===== src/rtl/pos_cell_access_ctrl_pkg.sv =====
// Shared definitions for the cell position RAM access controller:
// default parameter values, the read-sequencer state encoding and a
// small helper for sizing the latency counter.
package pos_cell_access_ctrl_pkg;

  localparam int DATA_WIDTH_DEF   = 96;
  localparam int PARTICLE_NUM_DEF = 220;
  localparam int ADDR_WIDTH_DEF   = 8;
  localparam int MEM_LAT_DEF      = 2;

  // Read sequencer states. IDLE is the only state in which the write
  // requester can be granted the RAM port.
  typedef enum logic [2:0] {
    ST_IDLE     = 3'd0,  // port free, writes may be granted
    ST_CNT      = 3'd1,  // count read (addr 0) is on the RAM port
    ST_CNT_WAIT = 3'd2,  // waiting for the count to come back
    ST_STREAM   = 3'd3,  // issuing addr 1..N, one per cycle
    ST_DRAIN    = 3'd4   // waiting for the last reads to return
  } rd_state_e;

  // Width of a counter that has to reach lat-1; never narrower than 1.
  function automatic int lat_cnt_width(input int lat);
    return (lat > 1) ? $clog2(lat) : 1;
  endfunction

endpackage


===== src/rtl/pos_cell_access_ctrl_rd_tag_pipe.sv =====
// Tag shift register that travels alongside RAM reads. Each stage holds
// {valid, pid, last} for one outstanding read, so that the tag leaves the
// pipe in the same cycle the RAM presents the matching data word.
module pos_cell_access_ctrl_rd_tag_pipe #(
  parameter int ADDR_WIDTH = 8,
  parameter int DEPTH      = 2
) (
  input  logic                  clk,
  input  logic                  rst,
  input  logic                  in_valid,
  input  logic [ADDR_WIDTH-1:0] in_pid,
  input  logic                  in_last,
  output logic                  out_valid,
  output logic [ADDR_WIDTH-1:0] out_pid,
  output logic                  out_last
);

  logic [DEPTH-1:0]      valid_q;
  logic [DEPTH-1:0]      valid_d;
  logic [DEPTH-1:0]      last_q;
  logic [DEPTH-1:0]      last_d;
  logic [ADDR_WIDTH-1:0] pid_q [DEPTH];
  logic [ADDR_WIDTH-1:0] pid_d [DEPTH];

  // Shift every stage one step towards the output each cycle.
  always_comb begin
    valid_d[0] = in_valid;
    last_d[0]  = in_last;
    pid_d[0]   = in_pid;
    for (int i = 1; i < DEPTH; i++) begin
      valid_d[i] = valid_q[i-1];
      last_d[i]  = last_q[i-1];
      pid_d[i]   = pid_q[i-1];
    end
  end

  // Stage registers; reset discards every tag still in flight.
  always_ff @(posedge clk or posedge rst) begin
    if (rst) begin
      valid_q <= '0;
      last_q  <= '0;
      for (int i = 0; i < DEPTH; i++) begin
        pid_q[i] <= '0;
      end
    end else begin
      valid_q <= valid_d;
      last_q  <= last_d;
      for (int i = 0; i < DEPTH; i++) begin
        pid_q[i] <= pid_d[i];
      end
    end
  end

  assign out_valid = valid_q[DEPTH-1];
  assign out_pid   = pid_q[DEPTH-1];
  assign out_last  = last_q[DEPTH-1];

endmodule


===== src/rtl/pos_cell_access_ctrl.sv =====
// Sequencer/arbiter for one single-port cell position RAM.
//
// Two requesters share the RAM port:
//   - the force-evaluation reader pulses rd_start to stream the whole
//     cell: the count is read from addr 0, clamped to PARTICLE_NUM-1, and
//     addr 1..N are then read back-to-back. Every returned word is tagged
//     with its particle id and a last flag; rd_done pulses on the cycle of
//     the final word (or shortly after the count read when the cell is
//     empty).
//   - the motion-update writer holds wr_req (with wr_addr/wr_data stable)
//     until it sees wr_grant. Handshake: a write is transferred in exactly
//     the cycle where wr_req=1 and wr_grant=1; the requester may change
//     address/data or drop wr_req from the next cycle on. Grants are only
//     given while the sequencer is idle and no read is being started, so a
//     read start always wins and writes stall for the whole stream.
//
// All RAM-side outputs are registered. rd_data is the RAM q passed
// straight through; the tag pipe lines the tags up with it.
// The sequencer state is kept in state_q (type rd_state_e) so that it can
// be probed directly.
module pos_cell_access_ctrl
  import pos_cell_access_ctrl_pkg::*;
#(
  parameter int DATA_WIDTH   = DATA_WIDTH_DEF,
  parameter int PARTICLE_NUM = PARTICLE_NUM_DEF,
  parameter int ADDR_WIDTH   = ADDR_WIDTH_DEF,
  parameter int MEM_LAT      = MEM_LAT_DEF
) (
  input  logic                  clk,
  input  logic                  rst,
  // stream reader
  input  logic                  rd_start,
  output logic                  rd_busy,
  output logic                  rd_valid,
  output logic [DATA_WIDTH-1:0] rd_data,
  output logic [ADDR_WIDTH-1:0] rd_pid,
  output logic                  rd_last,
  output logic                  rd_done,
  output logic [ADDR_WIDTH-1:0] rd_count,
  // single-word writer
  input  logic                  wr_req,
  input  logic [ADDR_WIDTH-1:0] wr_addr,
  input  logic [DATA_WIDTH-1:0] wr_data,
  output logic                  wr_grant,
  // RAM port
  output logic [ADDR_WIDTH-1:0] mem_address,
  output logic                  mem_rden,
  output logic                  mem_wren,
  output logic [DATA_WIDTH-1:0] mem_data,
  input  logic [DATA_WIDTH-1:0] mem_q
);

  localparam int WCW = lat_cnt_width(MEM_LAT);
  localparam logic [WCW-1:0]        LAT_LAST = WCW'(MEM_LAT - 1);
  localparam logic [ADDR_WIDTH-1:0] MAX_N    = ADDR_WIDTH'(PARTICLE_NUM - 1);

  // Sequencer state
  rd_state_e             state_q;
  rd_state_e             state_d;
  logic [WCW-1:0]        wait_q;
  logic [WCW-1:0]        wait_d;
  logic [ADDR_WIDTH-1:0] n_q;
  logic [ADDR_WIDTH-1:0] n_d;

  // Registered RAM port
  logic [ADDR_WIDTH-1:0] mem_address_q;
  logic [ADDR_WIDTH-1:0] mem_address_d;
  logic                  mem_rden_q;
  logic                  mem_rden_d;
  logic                  mem_wren_q;
  logic                  mem_wren_d;
  logic [DATA_WIDTH-1:0] mem_data_q;
  logic [DATA_WIDTH-1:0] mem_data_d;

  // Helpers
  logic [ADDR_WIDTH-1:0] n_raw;
  logic [ADDR_WIDTH-1:0] n_cap;
  logic                  wait_last;
  logic                  issue_last;
  logic                  tag_in_valid;
  logic                  tag_in_last;

  // The count word only contributes its low ADDR_WIDTH bits; anything
  // above the RAM depth would address past the cell, so it is clamped.
  assign n_raw      = mem_q[ADDR_WIDTH-1:0];
  assign n_cap      = (n_raw > MAX_N) ? MAX_N : n_raw;
  assign wait_last  = (wait_q == LAT_LAST);
  // In STREAM, mem_address_q is the address currently on the RAM port.
  assign issue_last = (mem_address_q == n_q);

  assign wr_grant   = wr_req & (state_q == ST_IDLE) & ~rd_start;

  // FSM state register plus latency counter and captured count.
  always_ff @(posedge clk or posedge rst) begin
    if (rst) begin
      state_q <= ST_IDLE;
      wait_q  <= '0;
      n_q     <= '0;
    end else begin
      state_q <= state_d;
      wait_q  <= wait_d;
      n_q     <= n_d;
    end
  end

  // Next-state logic: count read, latency wait, stream, drain.
  always_comb begin
    state_d = state_q;
    wait_d  = wait_q;
    n_d     = n_q;
    unique case (state_q)
      ST_IDLE: begin
        if (rd_start) begin
          state_d = ST_CNT;
        end
      end
      ST_CNT: begin
        state_d = ST_CNT_WAIT;
        wait_d  = '0;
      end
      ST_CNT_WAIT: begin
        if (wait_last) begin
          // The count is on mem_q this cycle.
          n_d = n_cap;
          if (n_cap == '0) begin
            // Empty cell: skip straight to the final drain cycle so that
            // rd_done follows the count read by one cycle.
            state_d = ST_DRAIN;
            wait_d  = LAT_LAST;
          end else begin
            state_d = ST_STREAM;
          end
        end else begin
          wait_d = wait_q + WCW'(1);
        end
      end
      ST_STREAM: begin
        if (issue_last) begin
          state_d = ST_DRAIN;
          wait_d  = '0;
        end
      end
      ST_DRAIN: begin
        if (wait_last) begin
          state_d = ST_IDLE;
        end else begin
          wait_d = wait_q + WCW'(1);
        end
      end
      default: begin
        state_d = ST_IDLE;
      end
    endcase
  end

  // Output logic: what goes onto the RAM port next cycle, write mux.
  always_comb begin
    mem_rden_d    = 1'b0;
    mem_wren_d    = 1'b0;
    mem_address_d = mem_address_q;
    mem_data_d    = mem_data_q;
    unique case (state_q)
      ST_IDLE: begin
        if (rd_start) begin
          mem_rden_d    = 1'b1;
          mem_address_d = '0;
        end else if (wr_grant) begin
          mem_wren_d    = 1'b1;
          mem_address_d = wr_addr;
          mem_data_d    = wr_data;
        end
      end
      ST_CNT_WAIT: begin
        if (wait_last && (n_cap != '0)) begin
          mem_rden_d    = 1'b1;
          mem_address_d = ADDR_WIDTH'(1);
        end
      end
      ST_STREAM: begin
        if (!issue_last) begin
          mem_rden_d    = 1'b1;
          mem_address_d = mem_address_q + ADDR_WIDTH'(1);
        end
      end
      default: begin
      end
    endcase
  end

  // Registered RAM port; cleared on reset so no access leaks out.
  always_ff @(posedge clk or posedge rst) begin
    if (rst) begin
      mem_address_q <= '0;
      mem_rden_q    <= 1'b0;
      mem_wren_q    <= 1'b0;
      mem_data_q    <= '0;
    end else begin
      mem_address_q <= mem_address_d;
      mem_rden_q    <= mem_rden_d;
      mem_wren_q    <= mem_wren_d;
      mem_data_q    <= mem_data_d;
    end
  end

  // A stream read is on the port in every STREAM cycle; the count read
  // in CNT is deliberately not tagged.
  assign tag_in_valid = (state_q == ST_STREAM);
  assign tag_in_last  = tag_in_valid & issue_last;

  pos_cell_access_ctrl_rd_tag_pipe #(
    .ADDR_WIDTH (ADDR_WIDTH),
    .DEPTH      (MEM_LAT)
  ) u_tag_pipe (
    .clk       (clk),
    .rst       (rst),
    .in_valid  (tag_in_valid),
    .in_pid    (mem_address_q),
    .in_last   (tag_in_last),
    .out_valid (rd_valid),
    .out_pid   (rd_pid),
    .out_last  (rd_last)
  );

  assign rd_data     = mem_q;
  assign rd_busy     = (state_q != ST_IDLE);
  assign rd_done     = (state_q == ST_DRAIN) && wait_last;
  assign rd_count    = n_q;

  assign mem_address = mem_address_q;
  assign mem_rden    = mem_rden_q;
  assign mem_wren    = mem_wren_q;
  assign mem_data    = mem_data_q;

endmodule


===== config.mk =====
export PLATFORM = sky130hd
export DESIGN_NAME = pos_cell_access_ctrl
export DESIGN_NICKNAME = d
export VERILOG_FILES = /design/src/rtl/pos_cell_access_ctrl_pkg.sv /design/src/rtl/pos_cell_access_ctrl_rd_tag_pipe.sv /design/src/rtl/pos_cell_access_ctrl.sv
export SDC_FILE = /design/constraint.sdc
export NUM_CORES = 1
export LEC_CHECK = 0
export ABC_CLOCK_PERIOD_IN_PS = 8900
export BUFFER_PORTS_ARGS = -buffer_cell sky130_fd_sc_hd__clkbuf_2
export CAP_MARGIN = 5
export CORE_AREA = 2 2 165 167
export DETAILED_ROUTE_END_ITERATION = 16
export DIE_AREA = 0 0 167 169
export PLACE_DENSITY = 0.52
export RECOVER_POWER = 25
export SYNTH_ARGS = -nofsm -noshare
export SYNTH_HDL_FRONTEND = slang
export SYNTH_SLANG_ARGS = --single-unit

===== constraint.sdc =====
create_clock -name clk -period 8.9 [get_ports clk]
set_input_delay 0.89 -clock clk [delete_from_list [all_inputs] [get_ports clk]]
set_output_delay 0.89 -clock clk [all_outputs]
set_load 0.01 [all_outputs]

==> run metrics, run 1 <==
failing checks capacitance limit, slew limit; root buf cell clkbuf_16; Cell Area, Synth 6140 um2; Seq/Total Area, Yosys 0.562; unrepaired setup endpoints after global routing false; Die Footprint 28,200 um2; DRT iter0 DRCs 294; vias in the first global route 4,143; largest net degree at the start of global routing 75; DIE HEIGHT 169 um; worst endpoint required time 9.32 ns; post-CTS sizing 0; nets@finish 824; crit-path cells clkbuf_2, clkinvlp_2, buf_4; clock network latency to the later pin of the worst-skew pair 0.42 ns; Top delay family on crit path buffers and inverters; IO Pins 427; final setup vio count 0; Post-DP Area 6960 um2; critical path class in -> async; GRT overflow 0; Clock Skews 0.0208 ns; leading area contributor after synthesis dfrtp_1; DRT Wirelength 21.2 mm; layout cells sized above 1 0.565; endpoint class of the critical path asynchronous set/reset pin; EDFF count, synth 0; Critical Path Start Type input port; net count after synthesis 676; Yosys reg bits 138; Clock transition at path regs 0.06 ns; slowest CP cell clkinvlp_2; Core Region 26,500 um2; clock buffer depth 2; wire per inst 21.8 um; post-CTS setup buffers 0; leakage 3.80 nW; mean area per synthesized cell 13.0 um2; Cell variety after synth 40; RePlAce Congestion 0.816; asr flop ratio synth 1.00; status finished, violations left; Fin. Hold Viols 0; Tmin final 3.53 ns; Worst slew margin -1.31; P per Cell Area 297 nW/um2; Starting Density 0.232; # DRC 0; dpl hpwl 17.0 mm; Max Clock Freq 0.283 GHz; # diodes 0; CTS tree done; htree depth 4; CP max FO 74; worst stage delay on the critical path 1.91 ns; Worst VDD drop 0.000139 V; area grow syn2layout 23.3%; drt first pass iters 4; max_cap viols 1; Syn Inst Count 471; cts bufs inserted 17; Rows 60; CTS Hold Buffers Added 0; Hold WC Path Type reg -> reg; first-pass GRT wire length 30.2 mm; Design Area, Final 7570 um2; WP data arrival 3.95 ns; vias per cell 4.23; Worst-Margin Slew 3.45 ns; Synth area leaders dfrtp_1 56%, buf_4 13%, mux2_2 13%; routed vias 4,114; Synth top area share 0.562; Die X 167 um; yosys warns 0; Slew Limit Fails 75; setup TNS 0 ns; initial antenna violation count 0; Tcrit/Tclk final 0.397; clock sink total 138; top_reg_cell synth dfrtp_1; GRT Resource Usage Total 0.148; post-route ant nets 0; port bufs 250; Buf/Inv on CP 3
==> state kept, by name (all words and copies together), names as in the netlist, 2 cells and up <==
name / count
u_tag_pipe.last_q: 2
u_tag_pipe.valid_q: 2
state_q: 3
rd_count: 8
mem_address: 8
mem_data: 96
u_tag_pipe.out_pid: 8
u_tag_pipe.pid_d: 8
==> power breakdown <==
group          switching [W]  leakage, nW  internal [W]
sequential          0.000145         1.72      0.000806
clock               0.000293        0.290      0.000460
combinational       0.000280         1.79      0.000265
total               0.000717         3.80       0.00153
==> per-stage QoR <==
stage | util | hold slack [ns] | std cells | setup WS [ns] | total power, W
after floorplan | - | 0.331 | 471 | 4.31 | 0.00129
final | 0.286 | 0.346 | 973 | 5.37 | 0.00225
after detailed placement | 0.263 | 0.335 | 941 | 6.05 | 0.00152
after global placement | 0.263 | 0.333 | 941 | 6.05 | 0.00152
after CTS | 0.286 | 0.344 | 973 | 5.73 | 0.00229
after global routing | 0.286 | 0.355 | 973 | 4.73 | 0.00239
==> placed cells by master (no fill, tap or decap), drive strengths merged, types with 4 or more instances in the layout <==
cell      count
a21oi         4
a31oi        11
a32o          4
clkbuf      271
clkinvlp      5
dfrtp       138
inv           9
mux2         99
nand2        15
nand3         6
nor2          7
o21ai        11
o22a          5
xor2          8
==> per-layer routing <==
metal | up-vias | routed length [um] | track usage
met5 | - | 0 | 0
met4 | 0 | 500 | 0.0528
met3 | 32 | 2830 | 0.0835
met2 | 309 | 11000 | 0.266
met1 | 1953 | 6860 | 0.141
li1 | 1820 | - | -
==> Yosys cell counts, drive strengths merged (5+ instances only) <==
| cell | n |
|---|---|
| o22a | 5 |
| nand3 | 6 |
| nor2 | 7 |
| inv | 7 |
| o21ai | 11 |
| mux2 | 99 |
| nand2 | 15 |
| clkbuf | 6 |
| a31oi | 11 |
| dfrtp | 138 |
| xor2 | 8 |
| buf | 119 |
==> worst paths after layout <==
kind                                                   end  slack [ns]  cells after the start                           from
min                        u_tag_pipe.out_pid[5]$_DFF_PP0_        0.35                      0  u_tag_pipe.pid_d[5]$_DFF_PP0_
max reg2reg                     mem_address[7]$_DFFE_PP0P_        5.89                      6         state_q[1]$_DFFE_PP0P_
max                               mem_data[30]$_DFFE_PP0P_        5.37                      3                            rst
min in group asynchronous         mem_data[75]$_DFFE_PP0P_        1.45                      2                            rst
min reg2reg                u_tag_pipe.out_pid[5]$_DFF_PP0_        0.35                      0  u_tag_pipe.pid_d[5]$_DFF_PP0_
max in group clk                                  wr_grant        5.79                      4         state_q[0]$_DFFE_PP0P_
==> kinds of logic after synthesis <==
logic type | Yosys count | synth area share
simple gates | 47 | 0.0403
fa+ha+maj | 1 | 0.00204
mux | 99 | 0.182
xor+xnor | 8 | 0.0114
buf+inv | 133 | 0.152
compound gates | 45 | 0.0503
flops | 138 | 0.562
==> area by class of cell <==
class	instances	area (um2)
clock buffer	20	457
multi-input combinational	200	1760
sequential	138	3450
timing repair buffer	254	1280
inverter	8	31.3
clock inverter	12	164
tap	341	427
fill	2749	18900
No activity file was read; power rests on OpenSTA's default activity.
==> run 2, diff against run 1 <==
- ABC_AREA: default -> 1
- ABC_CLOCK_PERIOD_IN_PS: 8900 -> 3600
- CORE_AREA: 2 2 165 167 -> 2 2 168 170
- DIE_AREA: 0 0 167 169 -> 0 0 170 172
- clock period: 8.9 -> 3.6 ns (I/O delays scaled with it)
==> run metrics, run 2 <==
status completed (was finished, violations left); post-route ant nets 0 (unchanged); Core Region 27,500 um2 (was 26,500 um2); placed insts 1,020 (was 941); EDFF count, synth 0 (unchanged); highest metal layer with signal wires met4 (unchanged); met3 wire len 2.00 mm (was 2.83 mm); flip-flop count of the largest register after layout 96 (unchanged); WL met1 5.99 mm (was 6.86 mm); Worst slew margin 0.421 (was -1.31); combinational share of power 0.353 (was 0.242); Synth top area share 0.547 (was 0.562); clock buffer depth 2 (unchanged); dpl hpwl 14.6 mm (was 17.0 mm); leading cell type in the layout, fill and taps excluded clkbuf_2 (unchanged); Fin. Hold Viols 0 (unchanged); final setup vio count 0 (unchanged); Clk pwr share 0.264 (was 0.335); clock network latency to the later pin of the worst-skew pair 0.42 ns (about the same); unrepaired setup endpoints after global routing false (unchanged); layout cells sized above 1 0.511 (was 0.565); area grow syn2layout 23.4% (was 23.3%); DIE HEIGHT 172 um (was 169 um); DRT iter0 DRCs 154 (was 294); wire per inst 17.3 um (was 21.8 um); leading area contributor after synthesis dfrtp_1 (unchanged); # diodes 0 (unchanged); asr flop ratio synth 1.00 (unchanged); Starting Density 0.230 (was 0.232); crit-path cells nor2_4, nand2_2, nor2_4, inv_2, nor2_8, clkbuf_2 (was clkbuf_2, clkinvlp_2, buf_4); Seq pwr share 0.383 (was 0.423); worst endpoint required time 3.24 ns (was 9.32 ns); DRT Wirelength 18.2 mm (was 21.2 mm); root buf cell clkbuf_16 (unchanged); sw frac 0.347 (was 0.319); Syn Inst Count 536 (was 471); Net Sw Power 0.00245 W (was 0.000717 W); P per Cell Area 906 nW/um2 (was 297 nW/um2); mean area per synthesized cell 11.8 um2 (was 13.0 um2); RePlAce Congestion 0.762 (was 0.816); yosys warns 0 (unchanged); Clock transition at path regs 0.06 ns (about the same); Cell Area, Synth 6310 um2 (was 6140 um2); Post-synth top cells 138 x dfrtp_1, 110 x buf_4, 86 x nand2_1 (was 138 x dfrtp_1, 106 x buf_4, 70 x mux2_2); endpoint class of the critical path primary output (was asynchronous set/reset pin); CTS tree done (unchanged); most frequent cell after synthesis dfrtp_1 (unchanged); WP data arrival 2.07 ns (was 3.95 ns); max_cap viols 0 (was 1); Int Pwr 0.00461 W (was 0.00153 W); nets@finish 899 (was 824); Seq/Total Area, Yosys 0.547 (was 0.562); met2 WL 9.66 mm (was 11.0 mm); Buf/Inv on CP 2 (was 3); critical path class reg -> out (was in -> async); most used cell, CP nor2_4; Rows 61 (was 60); Hold WC Path Type in -> reg (was reg -> reg); Worst VDD drop 0.000332 V (was 0.000139 V); Yosys reg bits 138 (unchanged); slowest CP cell nor2_8 (was clkinvlp_2); IO Pins 427 (unchanged); Finished Layout Cells 1,053 (was 973); post-CTS sizing 0 (unchanged); Max Clock Freq 0.412 GHz; drt first pass iters 4 (unchanged); initial antenna violation count 0 (unchanged); Top delay family on crit path simple AND/OR/NAND/NOR gates (was buffers and inverters); vias per cell 4.07 (was 4.23); net count after synthesis 741 (was 676); Slew Limit Fails 0 (was 75); worst stage delay on the critical path 0.47 ns (was 1.91 ns); Tcrit/Tclk final 0.674; Worst-Margin Slew 0.863 ns (was 3.45 ns); htree depth 4 (unchanged); Critical Path Start Type register (was input port); Synth area leaders dfrtp_1 55%, buf_4 13%, mux2_2 12% (was dfrtp_1 56%, buf_4 13%, mux2_2 13%); routed vias 4,287 (was 4,114); Die Footprint 29,200 um2 (was 28,200 um2); top_reg_cell synth dfrtp_1 (unchanged); port bufs 250 (unchanged); Die X 170 um (was 167 um); vias in the first global route 4,142 (was 4,143); # DRC 0 (unchanged); CP max FO 36 (was 74); Tmin final 2.43 ns; largest net degree at the start of global routing 77 (was 75); Clock Skews 0.00913 ns (was 0.0208 ns); Cell variety after synth 32 (was 40); clock sink total 138 (unchanged); first-pass GRT wire length 25.7 mm (was 30.2 mm); leakage 3.96 nW (was 3.80 nW); setup TNS 0 ns (unchanged); GRT Resource Usage Total 0.122 (was 0.148); cts bufs inserted 17 (unchanged); commonest non-fill, non-tap cells in the layout 247 x clkbuf_2, 138 x dfrtp_1, 86 x nand2_1, 67 x mux2_2, 29 x mux2_1 (was 250 x clkbuf_2, 138 x dfrtp_1, 70 x mux2_2, 29 x mux2_1, 17 x clkbuf_16); GRT overflow 0 (unchanged)
run 2: what timing repair did:
action / in CTS / in global routing
hold buffers: 1 / 0
hold endpoints to repair: 16 / 0
endpoints found under the setup margin: 0 / 0
buffers inserted: 0 / 0
run 2: cell families (layout without fill, tap and decap cells):
group           Yosys count  in the layout  share of synthesized area
buf+inv                 144            315                      0.159
simple gates            139            139                      0.100
flops                   138            138                      0.547
mux                      96             96                      0.171
compound gates           14             14                     0.0145
xor+xnor                  4              4                    0.00555
fa+ha+maj                 1              1                    0.00198
run 2: area by class of cell:
class,instances,area (um2)
tap,346,433
clock inverter,11,168
sequential,138,3450
timing repair buffer,256,1320
fill,2868,19700
multi-input combinational,254,1850
clock buffer,21,460
inverter,27,103
run 2: path summary, 6_finish.rpt:
| check | slack, ns | cells after the start | end | start |
|---|---|---|---|---|
| max reg2reg | 1.35 | 7 | mem_data[68]$_DFFE_PP0P_ | state_q[0]$_DFFE_PP0P_ |
| max | 1.17 | 6 | wr_grant | state_q[0]$_DFFE_PP0P_ |
| min in group asynchronous | 0.60 | 3 | mem_data[34]$_DFFE_PP0P_ | rst |
| max in group asynchronous | 1.93 | 4 | mem_data[73]$_DFFE_PP0P_ | rst |
| min | 0.15 | 2 | mem_data[18]$_DFFE_PP0P_ | wr_data[18] |
| min reg2reg | 0.34 | 0 | u_tag_pipe.out_pid[0]$_DFF_PP0_ | u_tag_pipe.pid_d[0]$_DFF_PP0_ |
run 2: routing by layer:
layer / track usage / vias up
met3: 0.0508 / 56
li1: - / 1976
met5: 0 / -
met1: 0.115 / 1998
met2: 0.222 / 257
met4: 0.0706 / 0
run 2: worst register-to-register path: cells and delay by family (launching register included):
kind | cells | cell delay (ns)
and+or+nand+nor | 4 | 0.86
muxes | 1 | 0.43
buffers and inverters | 2 | 0.42
DFF | 1 | 0.42
run 2: stage by stage:
stage          total power (W)  setup WS, ns  cell area [um2]   util  hold slack, ns
2_1_floorplan          0.00428          1.52             6320      -           0.331
3_3_place_gp           0.00525          1.38             7160  0.261           0.333
3_5_place_dp           0.00529          1.34             7160  0.261           0.335
4_1_cts                0.00720          1.12             7800  0.284           0.129
5_1_grt                0.00756          1.01             7790  0.284           0.136
6_report               0.00706          1.17             7790  0.284           0.154
run 2: power groups by stage:
stage	Sequential (W)	Clock, W	Combinational [W]
after floorplan	0.00295	0	0.00133
after detailed placement	0.00275	0	0.00255
after CTS	0.00272	0.00193	0.00255
after global placement	0.00273	0	0.00252
final	0.00270	0.00186	0.00249
after global routing	0.00280	0.00199	0.00277
